[config.mk]
export PLATFORM = sky130hd
export DESIGN_NAME = fetch_unit
export DESIGN_NICKNAME = d
export VERILOG_FILES = /design/src/rtl/fetch_pkg.sv /design/src/rtl/fetch_unit_if_id_reg.sv /design/src/rtl/fetch_unit.sv
export SDC_FILE = /design/constraint.sdc
export NUM_CORES = 1
export LEC_CHECK = 0
export CAP_MARGIN = 40
export CORE_MARGIN = 2
export CORE_UTILIZATION = 56
export DETAILED_ROUTE_END_ITERATION = 12
export PLACE_DENSITY = 0.86
export SLEW_MARGIN = 20
export SYNTH_ARGS = -nofsm -noshare
export SYNTH_HDL_FRONTEND = slang
export SYNTH_HIERARCHICAL = 1
export SYNTH_SLANG_ARGS = --single-unit
[constraint.sdc]
create_clock -name clk -period 3.67 [get_ports clk]
set_input_delay 0.734 -clock clk [delete_from_list [all_inputs] [get_ports clk]]
set_output_delay 0.734 -clock clk [all_outputs]
set_load 0.02 [all_outputs]
[src/rtl/fetch_pkg.sv]
// Shared types and constants for the instruction-fetch stage and its IF/ID register.
package fetch_pkg;

    localparam int unsigned FETCH_XLEN = 32;

    localparam logic [1:0] ST_FETCH = 2'd0;
    localparam logic [1:0] ST_DROP  = 2'd1;
    localparam logic [1:0] ST_HOLD  = 2'd2;

    typedef enum logic [1:0] {
        FETCH = ST_FETCH,
        DROP  = ST_DROP,
        HOLD  = ST_HOLD
    } fetch_state_t;

    localparam logic [FETCH_XLEN-1:0] PC_INC            = FETCH_XLEN'(4);
    localparam logic [FETCH_XLEN-1:0] NOP_INSTR_DEFAULT = '0;

    typedef struct packed {
        logic [FETCH_XLEN-1:0] instr;
        logic [FETCH_XLEN-1:0] pc_plus4;
        logic                  valid;
    } if_id_t;

    function automatic logic [31:0] sat_inc(input logic [31:0] v, input logic en);
        return (en && (v != 32'hFFFF_FFFF)) ? v + 32'd1 : v;
    endfunction

endpackage

[src/rtl/fetch_unit_if_id_reg.sv]
// IF/ID pipeline register: flush beats hold, hold beats load, and an idle write inserts a bubble.
module if_id_reg
    import fetch_pkg::*;
#(
    parameter logic [FETCH_XLEN-1:0] NOP_INSTR = NOP_INSTR_DEFAULT
) (
    input  logic   clk,
    input  logic   rst_n,
    input  logic   flush,
    input  logic   write_en,
    input  logic   deliver,
    input  if_id_t in_data,
    output if_id_t out_data
);

    if_id_t stage_q;
    if_id_t stage_d;
    if_id_t bubble;

    always_comb begin
        bubble   = '{instr: NOP_INSTR, pc_plus4: '0, valid: 1'b0};
        stage_d  = stage_q;
        if (flush) begin
            stage_d = bubble;
        end else if (write_en) begin
            stage_d = deliver ? in_data : bubble;
        end
    end

    always_ff @(posedge clk or negedge rst_n) begin
        if (!rst_n) begin
            stage_q <= '{instr: NOP_INSTR, pc_plus4: '0, valid: 1'b0};
        end else begin
            stage_q <= stage_d;
        end
    end

    assign out_data = stage_q;

endmodule

[src/rtl/fetch_unit.sv]
// Instruction fetch with req/ack memory handshake, PC, redirect handling and IF/ID register.
// Optional performance counters are enabled by defining FETCH_PERF_CNT_EN.
module fetch_unit
    import fetch_pkg::*;
#(
    parameter int unsigned           XLEN      = FETCH_XLEN,
    parameter logic [XLEN-1:0]       RESET_PC  = '0,
    parameter logic [FETCH_XLEN-1:0] NOP_INSTR = NOP_INSTR_DEFAULT
) (
    input  logic            clk,
    input  logic            rst_n,
    input  logic            flush,
    input  logic [XLEN-1:0] redirect_pc,
    input  logic            pc_ld,
    input  logic            IF_ID_write,
    output logic            imem_req,
    output logic [XLEN-1:0] imem_addr,
    input  logic            imem_ack,
    input  logic [XLEN-1:0] imem_rdata,
    output logic [XLEN-1:0] if_id_instr,
    output logic [XLEN-1:0] if_id_pc_plus4,
    output logic            if_id_valid,
`ifdef FETCH_PERF_CNT_EN
    output logic [31:0]     perf_fetched,
    output logic [31:0]     perf_flushes,
    output logic [31:0]     perf_stall_cycles,
`endif
    output logic            fetch_busy
);

    fetch_state_t    state_q, state_d;
    logic [XLEN-1:0] pc_q, pc_d;
    logic [XLEN-1:0] pend_q, pend_d;
    logic [XLEN-1:0] buf_q, buf_d;
    logic [XLEN-1:0] pc_plus4;
    logic            consume;
    logic            deliver;
    if_id_t          fetched;
    if_id_t          if_id_out;

    assign consume  = pc_ld & IF_ID_write;
    assign pc_plus4 = pc_q + PC_INC;

    always_comb begin
        state_d = state_q;
        pc_d    = pc_q;
        pend_d  = pend_q;
        buf_d   = buf_q;
        deliver = 1'b0;
        fetched = '{instr: imem_rdata, pc_plus4: pc_plus4, valid: 1'b1};
        case (state_q)
            FETCH: begin
                if (imem_ack) begin
                    if (flush) begin
                        pc_d = redirect_pc;
                    end else if (consume) begin
                        deliver = 1'b1;
                        pc_d    = pc_plus4;
                    end else begin
                        buf_d   = imem_rdata;
                        state_d = HOLD;
                    end
                end else if (flush) begin
                    // Address must stay put until the outstanding request is acked.
                    pend_d  = redirect_pc;
                    state_d = DROP;
                end
            end
            DROP: begin
                if (imem_ack) begin
                    pc_d    = flush ? redirect_pc : pend_q;
                    state_d = FETCH;
                end else if (flush) begin
                    pend_d = redirect_pc;
                end
            end
            HOLD: begin
                fetched.instr = buf_q;
                if (flush) begin
                    buf_d   = '0;
                    pc_d    = redirect_pc;
                    state_d = FETCH;
                end else if (consume) begin
                    deliver = 1'b1;
                    pc_d    = pc_plus4;
                    state_d = FETCH;
                end
            end
            default: state_d = FETCH;
        endcase
    end

    always_ff @(posedge clk or negedge rst_n) begin
        if (!rst_n) begin
            state_q <= FETCH;
            pc_q    <= RESET_PC;
            pend_q  <= '0;
            buf_q   <= '0;
        end else begin
            state_q <= state_d;
            pc_q    <= pc_d;
            pend_q  <= pend_d;
            buf_q   <= buf_d;
        end
    end

    assign imem_req   = rst_n && (state_q != HOLD);
    assign imem_addr  = pc_q;
    assign fetch_busy = !(((state_q == FETCH) && imem_ack) || (state_q == HOLD));

    if_id_reg #(.NOP_INSTR(NOP_INSTR)) u_if_id_reg (
        .clk      (clk),
        .rst_n    (rst_n),
        .flush    (flush),
        .write_en (IF_ID_write),
        .deliver  (deliver),
        .in_data  (fetched),
        .out_data (if_id_out)
    );

    assign if_id_instr    = if_id_out.instr;
    assign if_id_pc_plus4 = if_id_out.pc_plus4;
    assign if_id_valid    = if_id_out.valid;

`ifdef FETCH_PERF_CNT_EN
    logic [31:0] fetched_cnt_q, fetched_cnt_d;
    logic [31:0] flush_cnt_q, flush_cnt_d;
    logic [31:0] stall_cnt_q, stall_cnt_d;

    always_comb begin
        fetched_cnt_d = sat_inc(fetched_cnt_q, deliver);
        flush_cnt_d   = sat_inc(flush_cnt_q, flush);
        stall_cnt_d   = sat_inc(stall_cnt_q, fetch_busy || (state_q == HOLD));
    end

    always_ff @(posedge clk or negedge rst_n) begin
        if (!rst_n) begin
            fetched_cnt_q <= '0;
            flush_cnt_q   <= '0;
            stall_cnt_q   <= '0;
        end else begin
            fetched_cnt_q <= fetched_cnt_d;
            flush_cnt_q   <= flush_cnt_d;
            stall_cnt_q   <= stall_cnt_d;
        end
    end

    assign perf_fetched      = fetched_cnt_q;
    assign perf_flushes      = flush_cnt_q;
    assign perf_stall_cycles = stall_cnt_q;
`endif

endmodule

==> flow_metrics.tcl, run 1 <==
set metrics [dict create \
    syn_area_per_cell_sq_um 10.48 \
    path_clk_slew_ps 60 \
    fill_cells 1050 \
    die_x_microns 125 \
    crit_arrival_ps 2280 \
    switching_share_pct 31.26 \
    drive_gt1_share_pct 10.22 \
    post-route-period-util_pct 82.18 \
    most-common-layout-cells "clkdlybuf4s50_1 (165), dfrtp_1 (163), nand2_1 (76)" \
    place_ws_ps 613.7 \
    ctsHoldBuffers 0 \
    ant_nets 0 \
    yosysSeqAreaShare_pct 49.75 \
    syn_inst 782 \
    rsz0062_at_grt "no" \
    clkPwrFrac_pct 32.6 \
    nets 990 \
    gr-total-overflow 0 \
    slew_violations 0 \
    min_path_type "input pin to async pin" \
    root_buffer "clkbuf_16" \
    max_freq_mhz 331.5 \
    power.switching_mw 1.704 \
    cts_resized 0 \
    hpwl_microns 14110 \
    cp-start-kind "input pin" \
    grt_pass1_wl_microns 35680 \
    gp_congestion 0.8940 \
    synth_edf_count 0 \
    row_count 44 \
    yosysWarningCount 6 \
    grt_use_total_pct 28.62 \
    synthTopCellsByArea "dfrtp_1 (50%), a32o_1 (7.8%), mux2i_1 (5.6%), mux2_2 (4.5%), o21ai_0 (3.7%)" \
    final_util_pct 73.00 \
    first_global_vias 6801 \
    finalCriticalPeriod_ps 3016 \
    h-tree-depth 4 \
    ys_ff_latch 163 \
    cts_buffers 17 \
    maxCapViolations 0 \
    worstSetupPathType "input pin to output port" \
    tightest_slew_ps 752.0 \
    final_common_cell "clkdlybuf4s50_1" \
    grt_antenna_before_repair 1 \
    core_area_sq_um 14420 \
    ir_drop_mv 0.3682 \
    synthArstFlopShare_pct 100.0 \
    final.setup.worst_slack_ps 653.8 \
    cts_tree "yes" \
    cts_sinks 163 \
    drt_iter0_markers 626 \
    cts_setup_buffers 0 \
    synth_fp_nets 853 \
    clkLatencyLatePin_ps 430 \
    grt_max_degree 69 \
    drt_wl_total_microns 21880 \
    yosys.area.top_type "dfrtp_1" \
    firstDrtPassIters 5 \
    wl_per_cell_microns 19.64 \
    slew_headroom_pct 49.87 \
    crit_fanout 7 \
    seqPwrFrac_pct 43.3 \
    die-area_sq_um 15630 \
    rr_startpoint "state_q[0]$_DFFE_PN0P_" \
    remaining_drc_errors 0 \
    end_kind "output port" \
    io_pins 169 \
    fin_worst_skew_ps 6.980 \
    start_util_pct 56.84 \
    finalSetupTns_ps 0 \
    synth_area_sq_um 8199 \
    viasPerCell 6.154 \
    clockBufferDepth 2 \
    numPortBuffers 168 \
    startpoint "imem_ack" \
    syn2layout_area_growth_pct 28.41 \
    netlist.area_leader.share_pct 49.75 \
    status "completed" \
    dominantRegCellSynth "dfrtp_1" \
    vias 6856 \
    p_leak_nw 4.375 \
    synth_cell_types 50 \
    crit_required_ps 2940 \
    finalPower_mw 5.452 \
    share_comb_of_total_power_pct 24.1 \
    antenna_cells 0 \
    internal_power_mw 3.748 \
    setup-violations-final 0 \
    fp.dieH_microns 125 \
    hold_viol 0 \
    power.density_nw_per_um2 517.8 \
]
cell usage after synthesis (2+ instances only):
cell type,instances
or3_1,21
a31oi_1,7
inv_1,37
a221oi_1,5
mux2i_1,46
o2bb2ai_1,5
o21ai_0,60
o22ai_1,7
nand2_1,76
a21oi_1,9
dfrtp_1,163
and2_1,6
buf_1,2
xor2_1,11
o211ai_1,18
mux2_2,33
or4_1,4
nor2_1,22
o311ai_0,4
nor4_1,6
o31ai_1,3
or4_4,2
a32o_1,64
o311ai_1,2
nand4_1,8
clkbuf_1,33
o41ai_1,2
nand3_1,18
nand2b_1,21
and3_1,4
buf_2,24
a22o_1,3
a21o_1,3
xnor2_1,15
nor2b_1,2
and4_1,5
nor3_1,10
buf_4,3
buf_6,7
critical path, cell delays in order:
cell             delay [ps]
clkdlybuf4s50_1         460
or2_2                   370
nand2b_1                 90
clkdlybuf4s50_1         630
logic make-up (layout without fill, tap and decap cells):
| family | count (synthesis) | in the layout | share of synthesized area, % |
|---|---|---|---|
| flip-flops | 163 | 163 | 49.75 |
| AO/OA/AOI/OAI | 196 | 196 | 18.01 |
| adder cells (fa/ha/maj) | 1 | 1 | 0.1526 |
| AND/OR/NAND/NOR | 209 | 209 | 13.08 |
| XOR/XNOR | 26 | 26 | 2.777 |
| multiplexers | 79 | 79 | 10.15 |
| other | 1 | 1 | 0.04574 |
| buffers and inverters | 107 | 255 | 6.043 |
metal layers:
metal  up-vias  global-route usage (%)  part of all wire (%)
li1       3143                       -                     -
met1      3367                   38.73                    42
met2       293                   46.00                    48
met3        51                   5.648                   7.0
met4         2                   11.18                   2.7
met5         -                       0                 0.059
path summary, 6_finish.rpt:
| check | depth (start not counted) | slack, ps | end |
|---|---|---|---|
| worst min-delay path | 1 | 190 | pend_q[29]$_DFFE_PN0P_ |
| max in group asynchronous | 3 | 2080 | u_if_id_reg/out_data[53]$_DFFE_PN0P_ |
| worst max register to register | 6 | 1110 | u_if_id_reg/out_data[5]$_DFFE_PN0P_ |
| worst max-delay path | 4 | 650 | fetch_busy |
| min in group clk | 1 | 490 | u_if_id_reg/out_data[8]$_DFFE_PN0P_ |
| worst min register to register | 1 | 490 | u_if_id_reg/out_data[8]$_DFFE_PN0P_ |
cell type report:
type                    count  area [sq um]  area share, %
inverters                  38         142.6          1.355
clock inverters            11         137.6          1.307
multi-input cells         512          3674          34.89
clock buffers              19         442.9          4.207
well taps                 184         230.2          2.187
repair buffers            187          1823          17.31
flip-flops and latches    163          4079          38.74
power by group through the flow:
stage	Combinational, mW	Sequential, mW	Clock [mW]
2_1_floorplan	0.715	2.39	0
3_3_place_gp	1.26	2.36	0
3_5_place_dp	1.29	2.38	0
4_1_cts	1.32	2.36	1.80
5_1_grt	1.43	2.40	1.87
6_report	1.31	2.36	1.78
per-stage QoR:
stage          std cells  cell area, sq um  hold WS (ps)
2_1_floorplan        782              8199         438.4
3_3_place_gp        1083              9933         472.7
6_report            1114             10530         187.9
3_5_place_dp        1084              9948         479.9
5_1_grt             1114             10530         198.9
4_1_cts             1114             10530         190.8
state kept, by name, indices dropped and copies added, names as in the netlist:
signal	flops
buf_q	32
imem_addr	32
pend_q	32
state_q	2
u_if_id_reg/out_data	65
(Power assumes the default switching activity.)
==> run 2: changes to the inputs <==
--- a/config.mk
+++ b/config.mk
@@ -7,9 +7,9 @@
 export LEC_CHECK = 0
 export CAP_MARGIN = 40
 export CORE_MARGIN = 2
-export CORE_UTILIZATION = 56
+export CORE_UTILIZATION = 47
 export DETAILED_ROUTE_END_ITERATION = 12
-export PLACE_DENSITY = 0.86
+export PLACE_DENSITY = 0.77
 export SLEW_MARGIN = 20
 export SYNTH_ARGS = -nofsm -noshare
 export SYNTH_HDL_FRONTEND = slang
==> constraint.sdc (replaced) <==
create_clock -name clk -period 2.5 [get_ports clk]
set_input_delay 0.5 -clock clk [delete_from_list [all_inputs] [get_ports clk]]
set_output_delay 0.5 -clock clk [all_outputs]
set_load 0.02 [all_outputs]
==> run 2 against run 1 <==
Effect of this change: sequential cell count did not move; setup slack got worse by 570 ps; critical endpoint is now imem_req; utilization fell by 10 points; worst hold slack got worse by 57 ps; highest routed layer is now met4; clock skew fell by 0.66 ps; via count barely moved.
==> flow_metrics.tcl, run 2 (synthesized netlist as in run 1, its figures left out) <==
set metrics [dict create \
    die_x_microns 136.1 \
    cts_setup_buffers 0 \
    hold_viol 0 \
    cts_tree "yes" \
    drt_wl_total_microns 22120 \
    cpPeakStageDelay_ps 660 \
    nets 1009 \
    grt_antenna_before_repair 0 \
    rr_startpoint "imem_addr[3]$_DFFE_PN0P_" \
    critPathTopFamily "buffers and inverters" \
    cts_buffers 17 \
    syn2layout_area_growth_pct 32.03 \
    path_depth 3 \
    crit_fanout 10 \
    setup-violations-final 0 \
    gp_congestion 0.9019 \
    min_path_type "input pin to async pin" \
    first_global_vias 6684 \
    grt_use_total_pct 24.49 \
    maxCapViolations 0 \
    max_freq_mhz 413.6 \
    wl_per_cell_microns 18.81 \
    io_pins 169 \
    firstDrtPassIters 5 \
    final_util_pct 63.02 \
    root_buffer "clkbuf_16" \
    final_common_cell "clkdlybuf4s50_1" \
    grt_pass1_wl_microns 35420 \
    cts_sinks 163 \
    grt_max_degree 132 \
    drive_gt1_share_pct 11.88 \
    layout.cells.non_filler 1176 \
    numPortBuffers 168 \
    viasPerCell 5.825 \
    row_count 48 \
    vias 6850 \
    worstSetupPathType "flop to output port" \
    die-area_sq_um 18520 \
    post-route-period-util_pct 96.71 \
    reg2reg_to "u_if_id_reg/out_data[23]$_DFFE_PN0P_" \
    path_clk_slew_ps 60 \
    remaining_drc_errors 0 \
    core_area_sq_um 17180 \
    crit_chain "nand2b_2 -> and2_1 -> clkdlybuf4s50_1" \
    ir_drop_mv 0.5214 \
    finalSetupTns_ps 0 \
    slew_headroom_pct 52.32 \
    crit_required_ps 2000 \
    hold_slack_ps 131.1 \
    dp_cells 1144 \
    p_leak_nw 4.501 \
    most-common-layout-cells "clkdlybuf4s50_1 (164), dfrtp_1 (162), nand2_1 (76)" \
    fin_worst_skew_ps 6.324 \
    h-tree-depth 4 \
    gr-total-overflow 0 \
    end_kind "output port" \
    status "completed" \
    place_ws_ps 23.99 \
    fp.dieH_microns 136.1 \
    rrSetupSlack_ps 150 \
    slew_violations 0 \
    crit_arrival_ps 1920 \
    path_buf_inv 1 \
    ant_nets 0 \
    power.density_nw_per_um2 756.5 \
    start_util_pct 47.73 \
    finalInstanceArea_sq_um 10830 \
    clockBufferDepth 2 \
    largest_reg_flops 65 \
    final.setup.worst_slack_ps 82.15 \
    finalPower_mw 8.189 \
    tightest_slew_ps 715.2 \
    rsz0062_at_grt "no" \
    finalCriticalPeriod_ps 2418 \
    r2r_cells 6 \
    hpwl_microns 14930 \
    clkLatencyLatePin_ps 430 \
    placed_area_sq_um 10210 \
    drt_iter0_markers 566 \
    antenna_cells 0 \
    cp_slowest_cell "clkdlybuf4s50_1" \
    cp-start-kind "flop" \
]
## run 2: report_power, final
part	total, mW	internal [mW]	switching [mW]
clock network	2.74	1.70	1.04
logic	2.04	0.954	1.08
registers	3.42	3.04	0.378
## run 2: worst reg2reg max path, stage by stage (launching register included)
cell     delay (ps)
dfrtp_1         440
ha_1            210
nand3_1         250
or3_1           490
or3_1           380
xnor2_1         280
a32o_1          230
## run 2: how the worst max path moves through the flow
stage | from | endpoint | slack, ps
2_1_floorplan | imem_addr[13]$_DFFE_PN0P_ | u_if_id_reg/out_data[24]$_DFFE_PN0P_ | 270
3_3_place_gp | imem_ack | fetch_busy | 50
3_5_place_dp | imem_ack | fetch_busy | 20
4_1_cts | imem_ack | fetch_busy | 20
5_1_grt | state_q[0]$_DFFE_PN0P_ | imem_req | 30
6_report | state_q[0]$_DFFE_PN0P_ | imem_req | 80
## run 2: what timing repair did
action                     CTS  global route
setup endpoints to repair    1             1
gates resized for setup      1             1
hold buffers                 0             0
## run 2: layout make-up
cell class | instances | area (sq um)
fill | 1422 | 6351
sequential | 163 | 4080
multi-input combinational | 512 | 3674
timing repair buffer | 206 | 2036
clock buffer | 23 | 457.9
tap | 225 | 281.5
clock inverter | 9 | 153.9
inverter | 38 | 142.6
## run 2: metal layers
metal | global-route usage, % | routed length [microns]
met1 | 35.13 | 9885
met5 | 0 | 0
met3 | 4.512 | 1407
met4 | 6.887 | 361
met2 | 38.14 | 10460
==> run 3: changes to the inputs <==
--- a/config.mk
+++ b/config.mk
@@ -10,8 +10,11 @@
 export CORE_UTILIZATION = 47
 export DETAILED_ROUTE_END_ITERATION = 12
 export PLACE_DENSITY = 0.77
+export REMOVE_ABC_BUFFERS = 1
+export SKIP_CTS_REPAIR_TIMING = 1
 export SLEW_MARGIN = 20
 export SYNTH_ARGS = -nofsm -noshare
 export SYNTH_HDL_FRONTEND = slang
 export SYNTH_HIERARCHICAL = 1
 export SYNTH_SLANG_ARGS = --single-unit
+export TNS_END_PERCENT = 100
==> run 3 against run 2 <==
Effect of this change: global-route usage is 0.34 points higher; non-clock buffer count up 2; register-to-register slack gained 140 ps; sequential share of layout area is essentially flat; combinational power is essentially flat; count of clock-buffer cells in the layout fell by 2; utilization about the same; final area hardly changed; critical path type unchanged; largest cell class unchanged; highest routed layer is now met5.
==> flow_metrics.tcl, run 3 (synthesized netlist as in run 1, its figures left out) <==
set metrics [dict create \
    rr_startpoint "imem_addr[3]$_DFFE_PN0P_" \
    final_util_pct 63.05 \
    final.setup.worst_slack_ps 154.4 \
    ant_nets 0 \
    syn2layout_area_growth_pct 32.09 \
    met1_length_microns 9930 \
    firstDrtPassIters 5 \
    h-tree-depth 4 \
    post-route-period-util_pct 93.82 \
    final_common_cell "clkdlybuf4s50_1" \
    die_x_microns 136.1 \
    numPortBuffers 168 \
    start_util_pct 47.73 \
    hold_slack_ps 257.9 \
    finalInstanceArea_sq_um 10830 \
    gp_congestion 0.8469 \
    clockBufferDepth 2 \
    worstSetupPathType "flop to output port" \
    crit_required_ps 2000 \
    min_path_type "input pin to async pin" \
    finalSetupTns_ps 0 \
    power.density_nw_per_um2 746.1 \
    drive_gt1_share_pct 12.18 \
    core_area_sq_um 17180 \
    antenna_cells 0 \
    finalPower_mw 8.081 \
    wl_per_cell_microns 19.02 \
    die-area_sq_um 18520 \
    rsz0062_at_grt "no" \
    drt_iter0_markers 541 \
    crit_arrival_ps 1850 \
    grt_antenna_before_repair 1 \
    hpwl_microns 14640 \
    place_ws_ps 28.86 \
    grt_pass1_wl_microns 36010 \
    end_kind "output port" \
    drt_wl_total_microns 22390 \
    remaining_drc_errors 0 \
    fp.dieH_microns 136.1 \
    finalCriticalPeriod_ps 2346 \
    largest_reg_flops 65 \
    slew_headroom_pct 41.94 \
    slew_violations 0 \
    cts_buffers 17 \
    root_buffer "clkbuf_16" \
    startpoint "state_q[0]$_DFFE_PN0P_" \
    first_global_vias 6879 \
    grt_max_degree 164 \
    met3_length_microns 1393 \
    grt_use_total_pct 24.83 \
    cts_tree "yes" \
    io_pins 169 \
    path_clk_slew_ps 60 \
    placed_area_sq_um 10240 \
    layout.cells.non_filler 1177 \
    cts_sinks 163 \
    wl_met2_microns 10550 \
    cp-start-kind "flop" \
    most-common-layout-cells "clkdlybuf4s50_1 (164), dfrtp_1 (162), nand2_1 (76)" \
    p_leak_nw 4.507 \
    clkLatencyLatePin_ps 420 \
    viasPerCell 5.871 \
    gr-total-overflow 0 \
    status "completed" \
    crit_fanout 10 \
    fill_cells 1415 \
    nets 1011 \
    fin_worst_skew_ps 8.686 \
    row_count 48 \
    max_freq_mhz 426.3 \
    vias 6910 \
    setup-violations-final 0 \
    top_layer "met5" \
    hold_viol 0 \
    dp_cells 1146 \
    tightest_slew_ps 871.0 \
    ir_drop_mv 0.4796 \
    maxCapViolations 0 \
]
==> run 3: critical path, cell delays in order, from the launching register on <==
cell and delay (ps):
dfrtp_2 500, nand2b_2 240, and2_1 170, clkdlybuf4s50_1 530
==> run 3: cell type report <==
cell class | instances | area (sq um) | area share, %
repair buffers | 208 | 2063 | 19.05
clock inverters | 10 | 133.9 | 1.236
flip-flops and latches | 163 | 4080 | 37.67
multi-input cells | 512 | 3679 | 33.96
well taps | 225 | 281.5 | 2.599
inverters | 38 | 142.6 | 1.317
clock buffers | 21 | 450.4 | 4.159
==> run 3: routing by layer <==
layer	global-route usage [%]	up-vias
li1	-	3178
met2	39.50	271
met1	34.13	3417
met4	8.160	2
met3	5.071	42
met5	0	-
==> run 3: power breakdown <==
part / internal, mW / leakage, nW / switching, mW
registers: 3.04 / 2.06 / 0.360
logic: 0.959 / 2.16 / 1.09
clock network: 1.59 / 0.283 / 1.05
total: 5.58 / 4.51 / 2.50
==> run 3: worst paths after layout <==
path                                                        end  slack [ps]  cells after the start
min in group clk           u_if_id_reg/out_data[31]$_DFFE_PN0P_         490                      1
setup reg to reg           u_if_id_reg/out_data[27]$_DFFE_PN0P_         290                      6
setup / recovery                                       imem_req         150                      3
hold / removal                            buf_q[21]$_DFFE_PN0P_         260                      2
max in group asynchronous                state_q[0]$_DFFE_PN0P_        1570                      2
hold reg to reg            u_if_id_reg/out_data[31]$_DFFE_PN0P_         490                      1
